--- src/rtl/encoder_scan_if.sv ---
// Handshake bundle for encoder_scan: vector-in channel and beat-out channel.
// master = producer/consumer side, slave = the encoder.
interface encoder_scan_if #(
  parameter int WIDTH = 8,
  parameter int IDX_W = $clog2(WIDTH)
);
  logic             in_valid;
  logic             in_ready;
  logic [WIDTH-1:0] in_vec;
  logic             out_valid;
  logic             out_ready;
  logic [IDX_W-1:0] out_idx;
  logic             out_last;
  logic             out_err;

  modport master (
    output in_valid, in_vec, out_ready,
    input  in_ready, out_valid, out_idx, out_last, out_err
  );

  modport slave (
    input  in_valid, in_vec, out_ready,
    output in_ready, out_valid, out_idx, out_last, out_err
  );
endinterface

--- src/rtl/encoder_scan.sv ---
// Bit-index encoder: MODE 0 enumerates set bits LSB first, MODE 1 strict one-hot.
// Optional saturating error-beat counter when ENC_ERR_CNT_EN is defined.
module encoder_scan #(
  parameter int WIDTH = 8,
  parameter int IDX_W = $clog2(WIDTH),
  parameter int MODE  = 0
) (
  input  logic          clk,
  input  logic          rst,
  encoder_scan_if.slave bus
`ifdef ENC_ERR_CNT_EN
  ,
  output logic [15:0]   err_cnt
`endif
);

  localparam logic [0:0] IDLE = 1'b0;
  localparam logic [0:0] SCAN = 1'b1;

  logic [0:0]       state_q, state_d;
  logic [WIDTH-1:0] pend_q, pend_d;

  logic [WIDTH-1:0] low_bit;
  logic [WIDTH-1:0] rest;
  logic             is_zero;
  logic             one_hot;
  logic [IDX_W-1:0] beat_idx;
  logic             beat_last;
  logic             beat_err;
  logic             beat_hs;

  function automatic logic [IDX_W-1:0] low_idx(input logic [WIDTH-1:0] v);
    logic [IDX_W-1:0] r;
    r = '0;
    for (int i = WIDTH - 1; i >= 0; i--) begin
      if (v[i]) r = IDX_W'(i);
    end
    return r;
  endfunction

  // Beat derivation: the current beat is always a function of what remains pending.
  always_comb begin
    low_bit = pend_q & (~pend_q + WIDTH'(1));
    rest    = pend_q & ~low_bit;
    is_zero = (pend_q == '0);
    one_hot = !is_zero && (rest == '0);
    if (MODE == 1) begin
      beat_idx  = one_hot ? low_idx(pend_q) : '0;
      beat_err  = !one_hot;
      beat_last = 1'b1;
    end else begin
      beat_idx  = low_idx(pend_q);
      beat_err  = is_zero;
      beat_last = (rest == '0);
    end
  end

  assign bus.in_ready  = (state_q == IDLE);
  assign bus.out_valid = (state_q == SCAN);
  assign bus.out_idx   = bus.out_valid ? beat_idx  : '0;
  assign bus.out_last  = bus.out_valid ? beat_last : 1'b0;
  assign bus.out_err   = bus.out_valid ? beat_err  : 1'b0;
  assign beat_hs       = bus.out_valid && bus.out_ready;

  always_comb begin
    state_d = state_q;
    pend_d  = pend_q;
    case (state_q)
      IDLE: begin
        if (bus.in_valid) begin
          pend_d  = bus.in_vec;
          state_d = SCAN;
        end
      end
      default: begin
        if (beat_hs) begin
          if (beat_last) begin
            pend_d  = '0;
            state_d = IDLE;
          end else begin
            pend_d  = rest;
          end
        end
      end
    endcase
  end

  always_ff @(posedge clk) begin
    if (rst) begin
      state_q <= IDLE;
      pend_q  <= '0;
    end else begin
      state_q <= state_d;
      pend_q  <= pend_d;
    end
  end

`ifdef ENC_ERR_CNT_EN
  logic [15:0] err_cnt_q, err_cnt_d;

  always_comb begin
    err_cnt_d = err_cnt_q;
    if (beat_hs && beat_err && (err_cnt_q != 16'hFFFF)) err_cnt_d = err_cnt_q + 16'd1;
  end

  always_ff @(posedge clk) begin
    if (rst) err_cnt_q <= '0;
    else     err_cnt_q <= err_cnt_d;
  end

  assign err_cnt = err_cnt_q;
`endif

endmodule

--- src/flat_wrapper.sv ---
// flat-port wrapper written by rule: the top's interface ports become plain ports
module encoder_scan_flat 
#(
  parameter int WIDTH = 8,
  parameter int IDX_W = $clog2(WIDTH),
  parameter int MODE  = 0
)
  (clk, rst, bus_in_valid, bus_in_vec, bus_out_ready, bus_in_ready, bus_out_valid, bus_out_idx, bus_out_last, bus_out_err);
  encoder_scan_if #(.WIDTH(WIDTH), .IDX_W(IDX_W)) bus_i ();
  input  logic clk;
  input  logic rst;
  input wire logic [$bits(bus_i.in_valid)-1:0] bus_in_valid;
  input wire logic [$bits(bus_i.in_vec)-1:0] bus_in_vec;
  input wire logic [$bits(bus_i.out_ready)-1:0] bus_out_ready;
  output wire logic [$bits(bus_i.in_ready)-1:0] bus_in_ready;
  output wire logic [$bits(bus_i.out_valid)-1:0] bus_out_valid;
  output wire logic [$bits(bus_i.out_idx)-1:0] bus_out_idx;
  output wire logic [$bits(bus_i.out_last)-1:0] bus_out_last;
  output wire logic [$bits(bus_i.out_err)-1:0] bus_out_err;
  assign bus_i.in_valid = bus_in_valid;
  assign bus_i.in_vec = bus_in_vec;
  assign bus_i.out_ready = bus_out_ready;
  assign bus_in_ready = bus_i.in_ready;
  assign bus_out_valid = bus_i.out_valid;
  assign bus_out_idx = bus_i.out_idx;
  assign bus_out_last = bus_i.out_last;
  assign bus_out_err = bus_i.out_err;
  encoder_scan #(.WIDTH(WIDTH), .IDX_W(IDX_W), .MODE(MODE)) u_core (.clk(clk), .rst(rst), .bus(bus_i));
endmodule
--- config.mk ---
export PLATFORM = sky130hd
export DESIGN_NAME = encoder_scan_flat
export DESIGN_NICKNAME = d
export VERILOG_FILES = /design/src/rtl/encoder_scan_if.sv /design/src/rtl/encoder_scan.sv /design/src/flat_wrapper.sv
export SDC_FILE = /design/constraint.sdc
export NUM_CORES = 1
export LEC_CHECK = 0
export ABC_AREA = 1
export CAP_MARGIN = 20
export CORE_MARGIN = 2
export CORE_UTILIZATION = 44
export DETAILED_ROUTE_END_ITERATION = 10
export PLACE_DENSITY = 0.76
export SLEW_MARGIN = 20
export SYNTH_ARGS = -nofsm -noshare
export SYNTH_HDL_FRONTEND = slang
export SYNTH_SLANG_ARGS = --single-unit
--- constraint.sdc ---
create_clock -name clk -period 1.3 [get_ports clk]
set_input_delay 0.26 -clock clk [delete_from_list [all_inputs] [get_ports clk]]
set_output_delay 0.26 -clock clk [all_outputs]
set_load 0.1 [all_outputs]
==> metrics, run 1 <==
H-tree depth=1; Yosys reg bits=9; EDFF count, synth=0; CTS-repair resized insts=29; Post-Syn Area=595.6 um^2; post-synth top area cell=dfxtp_1; Post-synth ARST share=0; largest cells by area after synthesis=dfxtp_1 (30%), nand2_1 (13%), nand3_1 (9.2%); Failed at=clock tree synthesis; status=aborted with a tool error; Die Ht=40.79 um; dpl hpwl=1627 um; Synth top area share=0.3025; Die W=40.79 um; Root Buffer=clkbuf_4; Main synth FF type=dfxtp_1; Initial Util=0.4635; placed insts=156; Err=[ERROR DPL-0038] Utilization greater than 100%, impossible to legalize; Post-CTS Setup Bufs=12; syn_nets=110; top-count cell post-synth=nand2_1; CTS Sinks=9; Post-synth top cells=nand2_1 (21), inv_1 (13), nand3_1 (11), nor2_1 (11), o21ai_0 (10); I/O pin total=19; CTS max path bufs=2; Avg Inst Size Synth=6.077 um^2; cts hold-fix bufs=0; gpl congestion=0.9387; Port Buffers=18; Synth cell types=18; Synth Warn #=0; CTS buffer count=3; Syn Inst Count=98; row count=13; Seq/Total Area, Yosys=0.3025
## cells by family after synthesis
logic type | share of synthesized area
flip-flops | 0.3025
AND/OR/NAND/NOR | 0.3740
AO/OA/AOI/OAI | 0.2185
buffers and inverters | 0.1050
## through the flow
| step | instance area (um^2) | util | TNS (ns) | worst slack [ns] |
|---|---|---|---|---|
| detailed placement | 1120 | 0.8715 | -1.746 | -0.2765 |
| global placement | 1120 | 0.8715 | -1.334 | -0.2152 |
| floorplan | 664.4 | - | -5.014 | -0.8205 |
==> run 2, diff against run 1 <==
--- a/config.mk
+++ b/config.mk
@@ -7,10 +7,10 @@
 export LEC_CHECK = 0
 export ABC_AREA = 1
 export CAP_MARGIN = 20
-export CORE_MARGIN = 2
-export CORE_UTILIZATION = 44
+export CORE_AREA = 2 2 63 65
 export DETAILED_ROUTE_END_ITERATION = 10
-export PLACE_DENSITY = 0.76
+export DIE_AREA = 0 0 65 67
+export PLACE_DENSITY_LB_ADDON = 0.15
 export SLEW_MARGIN = 20
 export SYNTH_ARGS = -nofsm -noshare
 export SYNTH_HDL_FRONTEND = slang
==> metrics, run 2 <==
WL final=2108 um; Util after Layout=0.3737; critical path's most frequent cell=nor2_2; CTS Sinks=9; top-count cell post-synth=nand2_1; FMAX=575.4 MHz; max cap viols=0; Seq pwr share=0.236; total grt overflow=0; Hold Vio Cnt, Final=0; Post-Syn Area=595.6 um^2; Switching Fraction=0.4075; Endpoint, Worst Hold=u_core.pend_q[7]$_SDFFE_PP0P_; Design Power=0.001517 W; Slowest cell on crit path=dfxtp_2; CP max stage delay=0.33 ns; Post-synth top cells=nand2_1 (21), inv_1 (13), nand3_1 (11), nor2_1 (11), o21ai_0 (10); Via Count=833; CTS max path bufs=2; Tcrit/Tclk final=1.337; failing checks=negative setup slack; Post-layout nets=164; 1st-iter DRT viols=20; die area=4355 um^2; Filler cells=379; Crit Reg-Reg Endpoint=u_core.pend_q[4]$_SDFFE_PP0P_; syn_nets=110; largest cells by area after synthesis=dfxtp_1 (30%), nand2_1 (13%), nand3_1 (9.2%); crit-path cells=nor2_4 -> nand2_1 -> nor2_2 -> nor2_2 -> nor2_2 -> nand2_2 -> nor2_4 -> buf_12; Slew @ Worst Pin=0.2538 ns; Port Buffers=18; Syn Inst Count=98; most frequent cells in the layout=buf_4 (29), nand2_1 (18), inv_1 (12), clkdlybuf4s50_1 (11); I/O pin total=19; EDFF count, synth=0; clock skew=0.002870 ns; Synth cell types=18; Synth Warn #=0; Clk pwr share=0.225; first-pass GRT wire length=3484 um; Cells on Worst Hold Path=4; most flop-heavy register=u_core.pend_q; Die W=65 um; VDD IR-drop max=0.3110 mV; CP Launch Type=flop; H-tree depth=1; pwr dens=1126 nW/um^2; status=finished with violations; Internal Pwr Total=0.0008987 W; Clock Latency Late Sink=0.24 ns; antenna-violating nets left=0; Reg2Reg Depth=7; drc violations=0; Die Ht=67 um; Yosys reg bits=9; reg2reg setup slack=0.07 ns; max_slew headroom=0.8296; Reg clk slew, reported paths=0.05 ns; via/cell ratio=4.186; initial antenna violation count=0; gpl congestion=0.7744; CP endpoint kind=primary output; Post-synth ARST share=0; commonest non-fill, non-tap cell in the layout=buf_4; largest net degree at the start of global routing=8; max-slew violations=0; share of layout cells above drive strength 1=0.5232; Crit path required time=1.04 ns; Reg-to-Reg Start=u_core.bus.out_valid$_SDFF_PP0_; routed len/inst=10.59 um; post-synth top area cell=dfxtp_1; Sequential Area=196.4 um^2; fin crit period=1.738 ns; row count=22; Non-Filler Instances=199; Layout area overhead=126.3%; vias in the first global route=833; hold_sp=u_core.pend_q[7]$_SDFFE_PP0P_; Seq/Total Area, Yosys=0.3025; final setup TNS=-1.842 ns; Avg Inst Size Synth=6.077 um^2; post-place setup slack=-0.2289 ns; Main synth FF type=dfxtp_1; Root Buffer=clkbuf_8; Core ar.=3606 um^2; Leakage=0.6072 nW; min setup slack post-route=-0.4379 ns; NetSw=0.0006180 W; Initial Util=0.1652; Setup violations, final=5; WP data arrival=1.48 ns; DR pass1 iterations=4; Antenna Cells=0; worst setup path class=reg -> out; worst hold path type=reg -> reg; combinational cell fraction of total power=0.539; CTS tree=built; Synth top area share=0.3025; area occupied by multi-input gates=473.0 um^2; GRT Util Overall=0.1074; dpl hpwl=1649 um; CTS buffer count=3; unrepaired setup endpoints after global routing=true; number of flip-flops in the largest register=8; placed insts=190; Worst Path Max Fanout=7
[run 2: cell families (layout without fill, tap and decap cells)]
| family | after synthesis | count (layout) | synth area share |
|---|---|---|---|
| flops | 9 | 9 | 0.3025 |
| simple gates | 49 | 49 | 0.3740 |
| buf+inv | 16 | 69 | 0.1050 |
| compound gates | 24 | 24 | 0.2185 |
[run 2: metrics by stage]
| step | hold WS, ns | cell area (um^2) |
|---|---|---|
| floorplan | 0.3291 | 664.4 |
| global placement | 0.5692 | 1169 |
| detailed placement | 0.5810 | 1169 |
| CTS | 0.5830 | 1299 |
| global route | 0.6109 | 1348 |
| finish | 0.5763 | 1348 |
[run 2: power groups by stage]
| stage | Sequential (W) | Clock (W) | Combinational [W] |
|---|---|---|---|
| after floorplan | 0.000370 | 0 | 0.000384 |
| after CTS | 0.000354 | 0.000342 | 0.000784 |
| after detailed placement | 0.000350 | 0 | 0.000724 |
| after global routing | 0.000363 | 0.000363 | 0.000874 |
| after global placement | 0.000350 | 0 | 0.000724 |
| final | 0.000358 | 0.000341 | 0.000817 |
[run 2: cell type report]
| type | instances | area share |
|---|---|---|
| Multi-Input combinational cell | 73 | 0.3510 |
| Tap cell | 48 | 0.04457 |
| Sequential cell | 9 | 0.1458 |
| Timing Repair Buffer | 51 | 0.3807 |
| Inverter | 14 | 0.04457 |
| Clock buffer | 4 | 0.03343 |
[run 2: worst max path at each step]
stage                               startpoint            to  slack (ns)  cells past startpoint
2_1_floorplan  u_core.bus.out_valid$_SDFF_PP0_   bus_out_err       -0.82                      3
5_1_grt          u_core.pend_q[0]$_SDFFE_PP0P_  bus_out_last       -0.53                      8
3_5_place_dp     u_core.pend_q[0]$_SDFFE_PP0P_  bus_out_last       -0.23                      8
3_3_place_gp     u_core.pend_q[4]$_SDFFE_PP0P_  bus_out_last       -0.24                      8
6_report         u_core.pend_q[0]$_SDFFE_PP0P_  bus_out_last       -0.44                      8
4_1_cts          u_core.pend_q[1]$_SDFFE_PP0P_  bus_out_last       -0.44                      8
[run 2: critical path: cells and delay by family, from the launching register on]
family	cells	cell delay, ns
and+or+nand+nor	7	0.73
DFF	1	0.33
buffers and inverters	1	0.18
[run 2: what timing repair did]
action / in CTS / in global routing
hold buffers: 0 / 0
cloned: 0 / 0
setup buffers: 4 / 4
pin swaps: 5 / 10
setup endpoints to repair: 6 / 8
resized for setup: 21 / 18
[run 2: per-layer routing]
layer | global-route usage | up-vias | wire (um)
li1 | - | 429 | -
met1 | 0.1185 | 381 | 936
met2 | 0.1881 | 18 | 1019
met3 | 0.02365 | 5 | 101
met4 | 0.06383 | 0 | 51
met5 | 0 | - | 0
Note: power is estimated with default switching activity, not from simulation.
==> run 3, diff against run 2 <==
--- a/config.mk
+++ b/config.mk
@@ -6,10 +6,12 @@
 export NUM_CORES = 1
 export LEC_CHECK = 0
 export ABC_AREA = 1
+export ABC_CLOCK_PERIOD_IN_PS = 1300
 export CAP_MARGIN = 20
 export CORE_AREA = 2 2 63 65
 export DETAILED_ROUTE_END_ITERATION = 10
 export DIE_AREA = 0 0 65 67
+export GPL_ROUTABILITY_DRIVEN = 0
 export PLACE_DENSITY_LB_ADDON = 0.15
 export SLEW_MARGIN = 20
 export SYNTH_ARGS = -nofsm -noshare
==> results of run 3 <==
Same layout as run 2: the final DEF is identical, and so are final timing and power.
==> run 4, diff against run 3 <==
--- a/config.mk
+++ b/config.mk
@@ -6,7 +6,7 @@
 export NUM_CORES = 1
 export LEC_CHECK = 0
 export ABC_AREA = 1
-export ABC_CLOCK_PERIOD_IN_PS = 1300
+export ABC_CLOCK_PERIOD_IN_PS = 1900
 export CAP_MARGIN = 20
 export CORE_AREA = 2 2 63 65
 export DETAILED_ROUTE_END_ITERATION = 10
==> constraint.sdc (replaced) <==
create_clock -name clk -period 1.9 [get_ports clk]
set_input_delay 0.38 -clock clk [delete_from_list [all_inputs] [get_ports clk]]
set_output_delay 0.38 -clock clk [all_outputs]
set_load 0.1 [all_outputs]
==> metrics, run 4 (synthesized netlist as in run 2, its figures left out) <==
failing checks=negative setup slack; CTS buffer count=3; I/O pin total=19; WL final=1943 um; initial antenna violation count=0; CP endpoint kind=primary output; Met3 Routed Length=125 um; H-tree depth=1; Top Family by Delay on Critical Path=simple AND/OR/NAND/NOR gates; Crit path required time=1.52 ns; Initial Util=0.1652; Worst Path Max Fanout=7; WP data arrival=1.53 ns; min setup slack post-route=-0.01303 ns; Met1 Wirelength=892 um; placed inst area=997.2 um^2; commonest non-fill, non-tap cell in the layout=nand2_1; max-slew violations=0; Reg clk slew, reported paths=0.05 ns; Antenna Cells=0; via/cell ratio=4.278; Hold Vio Cnt, Final=0; Clock Latency Late Sink=0.23 ns; Crit path depth=8; share of layout cells above drive strength 1=0.3203; dpl hpwl=1531 um; fin crit period=1.913 ns; max_slew headroom=0.8267; CP max stage delay=0.33 ns; drc violations=0; total grt overflow=0; unrepaired setup endpoints after global routing=true; most frequent cells in the layout=nand2_1 (19), inv_1 (13), clkdlybuf4s50_1 (11), buf_4 (10); row count=22; Die Ht=67 um; CTS Sinks=9; Layout area overhead=84.24%; Buf/Inv on CP=1; FMAX=522.7 MHz; CTS tree=built; VDD IR-drop max=0.2853 mV; Port Buffers=18; worst hold path type=reg -> reg; Via Count=753; largest net degree at the start of global routing=14; Top Layer Used=met4; GRT Util Overall=0.09836; vias in the first global route=706; routed len/inst=11.04 um; Tcrit/Tclk final=1.007; Slowest cell on crit path=dfxtp_1; Cells on Worst Hold Path=2; cts hold-fix bufs=0; Root Buffer=clkbuf_8; Die W=65 um; die area=4355 um^2; met2 WL=898 um; number of flip-flops in the largest register=8; status=finished with violations; 1st-iter DRT viols=13; Slew @ Worst Pin=0.2580 ns; CP Launch Type=flop; worst setup path class=reg -> out; final setup TNS=-0.01303 ns; clock skew=0.003420 ns; Core ar.=3606 um^2; Util after Layout=0.3043; max cap viols=0; Layout Cell Area excl Fill=1097 um^2; most flop-heavy register=u_core.pend_q; Reg2Reg Depth=6; DR pass1 iterations=4; pwr dens=833.5 nW/um^2; CTS max path bufs=2; critical path's most frequent cell=nor2_2; Post-layout nets=141; first-pass GRT wire length=3277 um; antenna-violating nets left=0; crit-path cells=nor2_4 -> nand2_2 -> nor2_2 -> nor2_2 -> nor2_2 -> nand2_2 -> nor2_4 -> buf_12; Setup violations, final=1; Leakage=0.4781 nW
-- run 4: area by class of cell --
type / instances / area [um^2]
inverter: 14 / 52.55
fill: 386 / 2509
tap: 48 / 60.06
multi-input combinational: 73 / 427.9
clock buffer: 4 / 45.04
timing repair buffer: 28 / 325.3
sequential: 9 / 186.4
-- run 4: repair_timing --
action | 4_1_cts | 5_1_grt
setup buffers | 3 | 1
endpoints found under the setup margin | 1 | 4
pin swaps | 6 | 4
hold endpoints to repair | 0 | 0
resized for setup | 2 | 8
-- run 4: routing by layer --
layer	vias up	track usage
li1	377	-
met1	350	0.1303
met2	24	0.1534
met3	2	0.01689
met4	0	0.04787
met5	-	0
-- run 4: tightest hold or removal path: stages, from the launching register on --
cell	delay (ns)
dfxtp_2	0.34
nand2_1	0.07
a21oi_1	0.05
-- run 4: path summary, 6_finish.rpt --
path,slack [ns],to,from
worst max-delay path,-0.01,bus_out_last,u_core.pend_q[0]$_SDFFE_PP0P_
worst min-delay path,0.51,u_core.pend_q[6]$_SDFFE_PP0P_,u_core.pend_q[6]$_SDFFE_PP0P_
worst max register to register,0.41,u_core.pend_q[1]$_SDFFE_PP0P_,u_core.bus.out_valid$_SDFF_PP0_
worst min register to register,0.51,u_core.pend_q[6]$_SDFFE_PP0P_,u_core.pend_q[6]$_SDFFE_PP0P_
-- run 4: power breakdown --
part	leakage, nW	internal [W]	total [W]	switching (W)
combinational	0.380	0.000178	0.000447	0.000270
sequential	0.0758	0.000210	0.000244	0.0000341
clock	0.0228	0.000146	0.000223	0.0000766
-- run 4: through the flow --
step                std cells  setup WS, ns  power [W]  hold WS [ns]
finish                    176      -0.01303  0.0009146        0.5064
detailed placement        168        0.1270  0.0006613        0.5339
global placement          168        0.1340  0.0006620        0.5299
global route              176       -0.1064  0.0009742        0.5333
floorplan                  98       -0.3405  0.0005120        0.4491
CTS                       175      -0.03852  0.0009070        0.5454
